**config.mk**
```make
export PLATFORM = sky130hd
export DESIGN_NAME = prbs_ber_controller
export DESIGN_NICKNAME = d
export VERILOG_FILES = /design/src/rtl/prbs_ctrl_pkg.sv /design/src/rtl/prbs_ber_controller_popcount32.sv /design/src/rtl/prbs_ber_controller.sv
export SDC_FILE = /design/constraint.sdc
export NUM_CORES = 1
export LEC_CHECK = 0
export ABC_AREA = 0
export CAP_MARGIN = 20
export CORE_ASPECT_RATIO = 0.8
export CORE_MARGIN = 2
export CORE_UTILIZATION = 55
export DETAILED_ROUTE_END_ITERATION = 10
export PLACE_DENSITY = 0.83
export SKIP_LAST_GASP = 1
export SLEW_MARGIN = 20
export SYNTH_ARGS = -nofsm -noshare
export SYNTH_HDL_FRONTEND = slang
export SYNTH_HIERARCHICAL = 1
export SYNTH_SLANG_ARGS = --single-unit
```
**constraint.sdc**
```tcl
create_clock -name clk -period 12.3 [get_ports clk]
set_input_delay 3.69 -clock clk [delete_from_list [all_inputs] [get_ports clk]]
set_output_delay 3.69 -clock clk [all_outputs]
set_load 0.005 [all_outputs]
```
**src/rtl/prbs_ctrl_pkg.sv**
```systemverilog
// Shared types, tap masks and the LFSR step function for the PRBS BER controller.
package prbs_ctrl_pkg;

    typedef enum logic [1:0] {
        IDLE = 2'd0,
        SYNC = 2'd1,
        RUN  = 2'd2,
        DONE = 2'd3
    } state_e;

    localparam logic [31:0] PRBS7_MASK  = 32'h0000_0060;
    localparam logic [31:0] PRBS15_MASK = 32'h0000_6000;
    localparam int          MAX_ITER    = 64;

    // Shift left with the tap-parity feedback bit entering at the LSB.
    function automatic logic [31:0] lfsr_advance(
        input logic [31:0] state,
        input int          iterations,
        input logic [31:0] poly
    );
        logic [31:0] s;
        s = state;
        for (int i = 0; i < MAX_ITER; i++) begin
            if (i < iterations) begin
                s = {s[30:0], ^(s & poly)};
            end else begin
                s = s;
            end
        end
        return s;
    endfunction

endpackage

```
**src/rtl/prbs_ber_controller_popcount32.sv**
```systemverilog
// Combinational population count of a 32-bit word.
module popcount32
    import prbs_ctrl_pkg::*;
(
    input  logic [31:0] data,
    output logic [5:0]  count
);

    // Sum of the set bits.
    always_comb begin
        count = 6'd0;
        for (int i = 0; i < 32; i++) begin
            count = count + {5'd0, data[i]};
        end
    end

endmodule

```
**src/rtl/prbs_ber_controller.sv**
```systemverilog
// Self-synchronising PRBS checker sequencer with BER counters.
// Optional build macro PRBS_BER_ERR_INJECT_EN adds an err_inject input flipping rx bit 0.
module prbs_ber_controller
    import prbs_ctrl_pkg::*;
#(
    parameter logic [31:0] POLY         = 32'h0000_6000,
    parameter int          ITERATIONS   = 32,
    parameter int          LOCK_COUNT   = 8,
    parameter int          UNLOCK_COUNT = 4,
    parameter int          CNT_W        = 48
) (
    input  logic             clk,
    input  logic             aresetn,
    input  logic [31:0]      s_axis_tdata,
    input  logic             s_axis_tvalid,
    output logic             s_axis_tready,
    input  logic             start,
    input  logic             stop,
`ifdef PRBS_BER_ERR_INJECT_EN
    input  logic             err_inject,
`endif
    input  logic [CNT_W-1:0] duration,
    output logic             locked,
    output logic             done,
    output logic             busy,
    output logic [CNT_W-1:0] word_count,
    output logic [CNT_W-1:0] err_word_count,
    output logic [CNT_W-1:0] err_bit_count,
    output logic [15:0]      lock_loss_count
);

    localparam logic [7:0]       LOCK_LAST   = 8'(LOCK_COUNT - 1);
    localparam logic [7:0]       UNLOCK_LAST = 8'(UNLOCK_COUNT - 1);
    localparam logic [CNT_W-1:0] CNT_ONE     = {{(CNT_W-1){1'b0}}, 1'b1};

    state_e           state_q, state_d;
    logic [31:0]      prev_q, prev_d;
    logic             seed_valid_q, seed_valid_d;
    logic [7:0]       match_cnt_q, match_cnt_d;
    logic [7:0]       bad_cnt_q, bad_cnt_d;
    logic [CNT_W-1:0] word_count_q, word_count_d;
    logic [CNT_W-1:0] err_word_q, err_word_d;
    logic [CNT_W-1:0] err_bit_q, err_bit_d;
    logic [15:0]      lock_loss_q, lock_loss_d;
    logic             locked_q, locked_d;
    logic             done_q, done_d;
    logic             busy_q, busy_d;

    logic [31:0]      rx_s;
    logic [31:0]      predicted_s;
    logic [31:0]      err_vec_s;
    logic [5:0]       err_bits_s;
    logic [CNT_W-1:0] err_bits_ext_s;
    logic [CNT_W:0]   word_next_s;
    logic             dur_hit_s;

    function automatic logic [CNT_W-1:0] sat_add(
        input logic [CNT_W-1:0] a,
        input logic [CNT_W-1:0] b
    );
        logic [CNT_W:0] sum;
        sum = {1'b0, a} + {1'b0, b};
        if (sum[CNT_W]) begin
            return '1;
        end else begin
            return sum[CNT_W-1:0];
        end
    endfunction

`ifdef PRBS_BER_ERR_INJECT_EN
    assign rx_s = s_axis_tdata ^ {31'd0, err_inject};
`else
    assign rx_s = s_axis_tdata;
`endif

    assign predicted_s    = lfsr_advance(prev_q, ITERATIONS, POLY);
    assign err_vec_s      = rx_s ^ predicted_s;
    assign err_bits_ext_s = {{(CNT_W-6){1'b0}}, err_bits_s};
    assign word_next_s    = {1'b0, word_count_q} + {1'b0, CNT_ONE};
    assign dur_hit_s      = (duration != {CNT_W{1'b0}}) && (word_next_s == {1'b0, duration});

    popcount32 u_popcount (
        .data  (err_vec_s),
        .count (err_bits_s)
    );

    // Next-state, counter and status computation.
    always_comb begin
        state_d      = state_q;
        prev_d       = prev_q;
        seed_valid_d = seed_valid_q;
        match_cnt_d  = match_cnt_q;
        bad_cnt_d    = bad_cnt_q;
        word_count_d = word_count_q;
        err_word_d   = err_word_q;
        err_bit_d    = err_bit_q;
        lock_loss_d  = lock_loss_q;
        case (state_q)
            IDLE, DONE: begin
                if (start) begin
                    state_d      = SYNC;
                    seed_valid_d = 1'b0;
                    match_cnt_d  = 8'd0;
                    bad_cnt_d    = 8'd0;
                    word_count_d = {CNT_W{1'b0}};
                    err_word_d   = {CNT_W{1'b0}};
                    err_bit_d    = {CNT_W{1'b0}};
                    lock_loss_d  = 16'd0;
                end else begin
                    state_d = state_q;
                end
            end
            SYNC: begin
                if (s_axis_tvalid) begin
                    prev_d = rx_s;
                    if (!seed_valid_q) begin
                        seed_valid_d = 1'b1;
                    end else if (err_vec_s == 32'd0) begin
                        if (match_cnt_q == LOCK_LAST) begin
                            state_d     = RUN;
                            match_cnt_d = 8'd0;
                            bad_cnt_d   = 8'd0;
                        end else begin
                            match_cnt_d = match_cnt_q + 8'd1;
                        end
                    end else begin
                        match_cnt_d = 8'd0;
                    end
                end else begin
                    prev_d = prev_q;
                end
                if (stop) begin
                    state_d = DONE;
                end else begin
                    state_d = state_d;
                end
            end
            RUN: begin
                if (s_axis_tvalid) begin
                    prev_d       = rx_s;
                    word_count_d = sat_add(word_count_q, CNT_ONE);
                    if (err_vec_s != 32'd0) begin
                        err_word_d = sat_add(err_word_q, CNT_ONE);
                        err_bit_d  = sat_add(err_bit_q, err_bits_ext_s);
                        if (bad_cnt_q == UNLOCK_LAST) begin
                            // Resync re-uses prev as the seed, so seed_valid stays set.
                            state_d     = SYNC;
                            bad_cnt_d   = 8'd0;
                            match_cnt_d = 8'd0;
                            lock_loss_d = (lock_loss_q == 16'hFFFF) ? lock_loss_q : lock_loss_q + 16'd1;
                        end else begin
                            bad_cnt_d = bad_cnt_q + 8'd1;
                        end
                    end else begin
                        bad_cnt_d = 8'd0;
                    end
                    if (dur_hit_s) begin
                        state_d = DONE;
                    end else begin
                        state_d = state_d;
                    end
                end else begin
                    prev_d = prev_q;
                end
                if (stop) begin
                    state_d = DONE;
                end else begin
                    state_d = state_d;
                end
            end
            default: begin
                state_d = IDLE;
            end
        endcase
        locked_d = (state_d == RUN);
        done_d   = (state_d == DONE);
        busy_d   = (state_d == SYNC) || (state_d == RUN);
    end

    // State, datapath and registered status flops with synchronous reset.
    always_ff @(posedge clk) begin
        if (!aresetn) begin
            state_q      <= IDLE;
            prev_q       <= 32'd0;
            seed_valid_q <= 1'b0;
            match_cnt_q  <= 8'd0;
            bad_cnt_q    <= 8'd0;
            word_count_q <= {CNT_W{1'b0}};
            err_word_q   <= {CNT_W{1'b0}};
            err_bit_q    <= {CNT_W{1'b0}};
            lock_loss_q  <= 16'd0;
            locked_q     <= 1'b0;
            done_q       <= 1'b0;
            busy_q       <= 1'b0;
        end else begin
            state_q      <= state_d;
            prev_q       <= prev_d;
            seed_valid_q <= seed_valid_d;
            match_cnt_q  <= match_cnt_d;
            bad_cnt_q    <= bad_cnt_d;
            word_count_q <= word_count_d;
            err_word_q   <= err_word_d;
            err_bit_q    <= err_bit_d;
            lock_loss_q  <= lock_loss_d;
            locked_q     <= locked_d;
            done_q       <= done_d;
            busy_q       <= busy_d;
        end
    end

    assign s_axis_tready   = 1'b1;
    assign locked          = locked_q;
    assign done            = done_q;
    assign busy            = busy_q;
    assign word_count      = word_count_q;
    assign err_word_count  = err_word_q;
    assign err_bit_count   = err_bit_q;
    assign lock_loss_count = lock_loss_q;

endmodule

```
==> impl_metrics.ini, run 1 <==
[global_routing]
grt_max_degree = 117
grt.overflow.total = 0
antenna_found_initial = 0
grt_pass1_vias = 14280
grt_usage = 0.3419
grt_first_pass_wirelength_um = 76330

[sta]
tns_ns = 0
rsz0062_at_grt = false
fin_crit_sh = 0.8984
clock_skew_ns = 0.01546
setup_ws_ns = 1.250
tightest_slew_ns = 1.093
finalMaxSlewViolations = 0
min_period_ns = 11.05
finalSetupViolations = 0
hold_violations = 0
slew_headroom = 0.2643
fmax_mhz = 90.50

[detailed_routing]
routedWlPerCell_um = 19.48
firstDrtPassIters = 6
routed_wl_um = 48580
vias_per_cell = 6.352
drcViolationCount = 0
vias = 15840
antenna_left = 0
drtIter0Drc = 1902

[run_status]
status = finished clean

[floorplanning]
die_y_um = 149.5
boundaryPins = 249
rows = 53
coreArea_um2 = 26130
die_x_um = 185.9
die-area_um2 = 27810
initial_core_util = 0.5574

[clock_tree]
cts_inserted_buffers = 17
path_clk_slew_ns = 0.08
hold_buffers = 0
h-tree-depth = 4
clk_latency_ns = 0.46
ctsLongestPathBuffers = 2
clock-sinks = 197
ctsResizeCount = 0
cts_setup_buffers = 0
root_buffer = clkbuf_16
cts_tree = yes

[synth]
synth.distinct_cells = 77
syn-cell-area_um2 = 14560
synth_area_leaders = dfxtp_1 (27%), a21oi_1 (7.1%), o21ai_0 (6.8%)
synth_commonest_cells = a21oi_1 (208), o21ai_0 (198), dfxtp_1 (197), nand2_1 (197), nor2_1 (178)
postSynthAreaPerCell_um2 = 7.352
synthesis.nets = 2113
ys.flop_type = dfxtp_1
yosysMostFrequentCell = a21oi_1
yosys.area.top_type = dfxtp_1
synth_top_area_share = 0.2708
syn_inst = 1981
synth_edf_count = 0
ys_async_sr_fraction = 0
seq_area_frac_synth = 0.2708
ys_ff_latch = 197
synth_warnings = 6

[worst_setup_path]
crit_chain = clkdlybuf4s50_1 -> xor3_1 -> inv_1 -> fa_1 -> fa_1 -> fa_1 -> fa_1 -> fa_1 -> fa_1 -> inv_1 -> ha_1 -> inv_1 -> fa_1 -> inv_1 -> inv_1 -> fa_1 -> nor2b_1 -> o21ai_0 -> a21boi_0 -> o21ai_0 -> a211oi_1 -> and2_1 -> o21ai_0 -> a21oi_1
slowest_delay_ns = 0.67
cpMaxStageDelayCell = a211oi_1
arrival_ns = 11.42
crit_top_cell = fa_1
start_kind = primary input
required_ns = 12.67
crit_type = primary input to flop
end_kind = flop
critPathMaxFanout = 13

[place]
gp_congestion = 0.9781
place_hpwl_um = 34580
io_buffers = 247
pre_cts_ws_ns = 0.9830

[layout]
diodes = 0
drive_gt1_frac = 0.04071
areaGrowthSynthToFinish_pct = 21.41
fin_nets = 2256

[job]
max_cap_viol_count = 0

[worst_hold_path]
hold_path_class = flop to flop
kinds of logic after synthesis:
kind of cell    Yosys count  share of synthesized area
simple gates            820                     0.2929
compound gates          533                     0.2045
fa+ha+maj                47                    0.05326
xor+xnor                134                     0.1083
mux                       5                   0.003522
other cells               1                  0.0002575
buf+inv                 244                    0.06649
flops                   197                     0.2708
path summary, 6_finish.rpt:
kind                          from  slack [ns]  cells after the start           endpoint
setup reg to reg        prev_q[13]        4.19                     24  err_bit_count[20]
hold / removal        bad_cnt_q[1]        0.49                      2       bad_cnt_q[1]
setup / recovery  s_axis_tdata[10]        1.25                     24  err_bit_count[20]
hold reg to reg       bad_cnt_q[1]        0.49                      2       bad_cnt_q[1]
per-layer routing:
metal | GRT usage | share of wire | up-vias
met5 | 0 | 0 | -
li1 | - | - | 7352
met3 | 0.08153 | 0.11 | 106
met1 | 0.4882 | 0.43 | 7514
met4 | 0.08622 | 0.023 | 0
met2 | 0.5186 | 0.44 | 871
layout make-up:
type / instances / area, um2
Inverter: 105 / 396.6
Fill cell: 2253 / 8446
Clock inverter: 15 / 192.7
Sequential cell: 197 / 3944
Tap cell: 357 / 446.7
Multi-Input combinational cell: 1540 / 9684
Timing Repair Buffer: 263 / 2592
Clock buffer: 17 / 425.4
flip-flops by register name (all words and copies together) (netlist names):
| register | cells |
|---|---|
| seed_valid_q | 1 |
| err_word_count | 48 |
| bad_cnt_q | 8 |
| lock_loss_count | 16 |
| done | 1 |
| prev_q | 15 |
| err_bit_count | 48 |
| locked | 1 |
| word_count | 48 |
| busy | 1 |
| match_cnt_q | 8 |
| state_q | 2 |
placed cells by master (no fill, tap or decap), types with 5 or more instances in the layout:
cell type,count
clkdlybuf4s50_1,247
a21oi_1,208
nand2_1,197
o21ai_0,197
dfxtp_1,197
nor2_1,178
inv_1,103
nand3_1,81
nor3_1,79
xnor2_1,69
nand4_1,60
nor4_1,43
a31oi_1,40
and3_1,38
xor2_1,36
and4_1,30
xnor3_1,25
fa_1,25
ha_1,22
and2_1,20
clkbuf_16,17
nand2b_1,16
buf_4,16
nor2b_1,14
or4_1,10
a211oi_1,10
o22ai_1,10
o21a_1,9
or3_1,6
nor4b_1,6
inv_6,6
nor3b_1,5
o31a_1,5
nand4b_1,5
a2111oi_0,5
o21ai_1,5
o211ai_1,5
per-stage QoR:
stage / area [um2] / cells / hold slack (ns) / utilization
6_report: 17680 / 2494 / 0.4909 / 0.6768
3_3_place_gp: 17060 / 2462 / 0.4640 / 0.6530
4_1_cts: 17680 / 2494 / 0.4904 / 0.6768
2_1_floorplan: 14560 / 1981 / 0.4536 / -
5_1_grt: 17680 / 2494 / 0.5171 / 0.6768
3_5_place_dp: 17060 / 2462 / 0.4795 / 0.6531
worst max-delay path, delay by kind of cell:
kind,cells,cell delay [ns]
fa+ha+maj,9,3.99
simple gates,2,0.64
xor+xnor,1,0.43
buf+inv,6,0.86
compound gates,6,1.78
Power of run 1 is not shown: default switching activity piles up to over one toggle a cycle in this logic, so the estimate is an artifact.
==> run 2: changes to the inputs <==
--- a/config.mk
+++ b/config.mk
@@ -13,7 +13,6 @@
 export DETAILED_ROUTE_END_ITERATION = 10
 export PLACE_DENSITY = 0.83
 export SKIP_LAST_GASP = 1
-export SLEW_MARGIN = 20
 export SYNTH_ARGS = -nofsm -noshare
 export SYNTH_HDL_FRONTEND = slang
 export SYNTH_HIERARCHICAL = 1
==> impl_metrics.ini, run 2 (synthesized netlist as in run 1, its figures left out) <==
[detailed_routing]
routed_wl_um = 48290
wl_met1_um = 20940
dr_wl_met2_um = 21010
met3_length_um = 5035
antenna_left = 0
drcViolationCount = 0
drtIter0Drc = 1934
routed.top_layer = met4
vias_per_cell = 6.342
firstDrtPassIters = 6
vias = 15820
routedWlPerCell_um = 19.36

[clock_tree]
root_buffer = clkbuf_16
cts_inserted_buffers = 17
hold_buffers = 0
cts_tree = yes
ctsLongestPathBuffers = 2
path_clk_slew_ns = 0.08
clk_latency_ns = 0.46
h-tree-depth = 4
cts_setup_buffers = 0
clock-sinks = 197
ctsResizeCount = 0

[sta]
finalSetupViolations = 0
tns_ns = 0
finalMaxSlewViolations = 0
clock_skew_ns = 0.01383
fin_crit_sh = 0.8901
min_period_ns = 10.95
slew_headroom = 0.2702
hold_violations = 0
tightest_slew_ns = 1.085
rsz0062_at_grt = false
fmax_mhz = 91.34

[layout]
drive_gt1_frac = 0.04024
final_cell_mix = clkdlybuf4s50_1 (247), a21oi_1 (208), nand2_1 (197), o21ai_0 (197), dfxtp_1 (197)
finalInstanceArea_um2 = 17630
final_common_cell = clkdlybuf4s50_1
fin_nets = 2257
areaGrowthSynthToFinish_pct = 21.08
diodes = 0
nFillCells = 2265

[worst_setup_path]
arrival_ns = 11.34
required_ns = 12.69
crit_type = primary input to flop
regToRegStartpoint = prev_q[13]
crit_start = s_axis_tdata[10]
end_kind = flop
start_kind = primary input
critPathMaxFanout = 13

[floorplanning]
rows = 53
die_x_um = 185.9
boundaryPins = 249
die_y_um = 149.5
initial_core_util = 0.5574
coreArea_um2 = 26130
die-area_um2 = 27810

[place]
gp_congestion = 0.9781
post_dp_cell_area_um2 = 17070
io_buffers = 247
place_hpwl_um = 34620

[global_routing]
grt_usage = 0.3452
grt.overflow.total = 0
grt_pass1_vias = 14400
grt_max_degree = 117
grt_first_pass_wirelength_um = 76610
antenna_found_initial = 0

[job]
max_cap_viol_count = 0

[worst_hold_path]
hold_path_class = flop to flop
hp-start = bad_cnt_q[1]

[run_status]
status = finished clean
[run 2: cell count changes in the layout (fill, tap and decap cells not counted), sizes merged]
cell / before / now
bufinv: 1 / 0
clkinvlp: 0 / 4
buf: 16 / 17
inv: 116 / 112
[run 2: per-layer routing]
layer  global-route usage  up-vias
met1               0.4911     7489
met4               0.1102        0
li1                     -     7338
met5                    0        -
met2               0.5162      893
met3              0.08007       98
[run 2: worst max-delay path: stages]
cell and delay (ns):
clkdlybuf4s50_1 0.49, xor3_1 0.44, inv_1 0.09, fa_1 0.44, fa_1 0.49, fa_1 0.52, fa_1 0.57, fa_1 0.44
fa_1 0.50, inv_1 0.05, ha_1 0.18, inv_1 0.07, fa_1 0.41, inv_1 0.09, inv_1 0.06, fa_1 0.43
nor2b_1 0.13, o21ai_0 0.11, a21boi_0 0.28, o21ai_0 0.29, a211oi_1 0.63, and2_1 0.51, o21ai_0 0.20, a21oi_1 0.21
[run 2: per-stage QoR]
stage | setup slack, ns | util | hold slack, ns | instances
final | 1.352 | 0.6749 | 0.4875 | 2494
after global routing | 0.8841 | 0.6749 | 0.5189 | 2494
after CTS | 1.416 | 0.6749 | 0.4872 | 2494
after detailed placement | 0.9990 | 0.6533 | 0.4767 | 2463
after global placement | 1.247 | 0.6530 | 0.4640 | 2462
after floorplan | 2.226 | - | 0.4536 | 1981
[run 2: layout make-up]
type                            count  area (um2)  area share
Clock buffer                       17       425.4     0.02412
Clock inverter                     14       140.1    0.007947
Inverter                          105       396.6     0.02249
Multi-Input combinational cell   1540        9682      0.5490
Sequential cell                   197        3944      0.2236
Tap cell                          357       446.7     0.02533
Timing Repair Buffer              264        2600      0.1474
[run 2: final timing paths]
kind         depth (start not counted)           endpoint  slack [ns]
min reg2reg                          2       bad_cnt_q[1]        0.49
min                                  2       bad_cnt_q[1]        0.49
max                                 24  err_bit_count[20]        1.35
max reg2reg                         24  err_bit_count[20]        4.25
Power of run 2 is left out for the same reason.
==> run 3: changes to the inputs <==
--- a/config.mk
+++ b/config.mk
@@ -6,6 +6,7 @@
 export NUM_CORES = 1
 export LEC_CHECK = 0
 export ABC_AREA = 0
+export ABC_CLOCK_PERIOD_IN_PS = 12300
 export CAP_MARGIN = 20
 export CORE_ASPECT_RATIO = 0.8
 export CORE_MARGIN = 2
==> results of run 3 <==
The final DEF is identical to that of run 2; final timing and power are the same.
Power of run 3 is left out for the same reason.
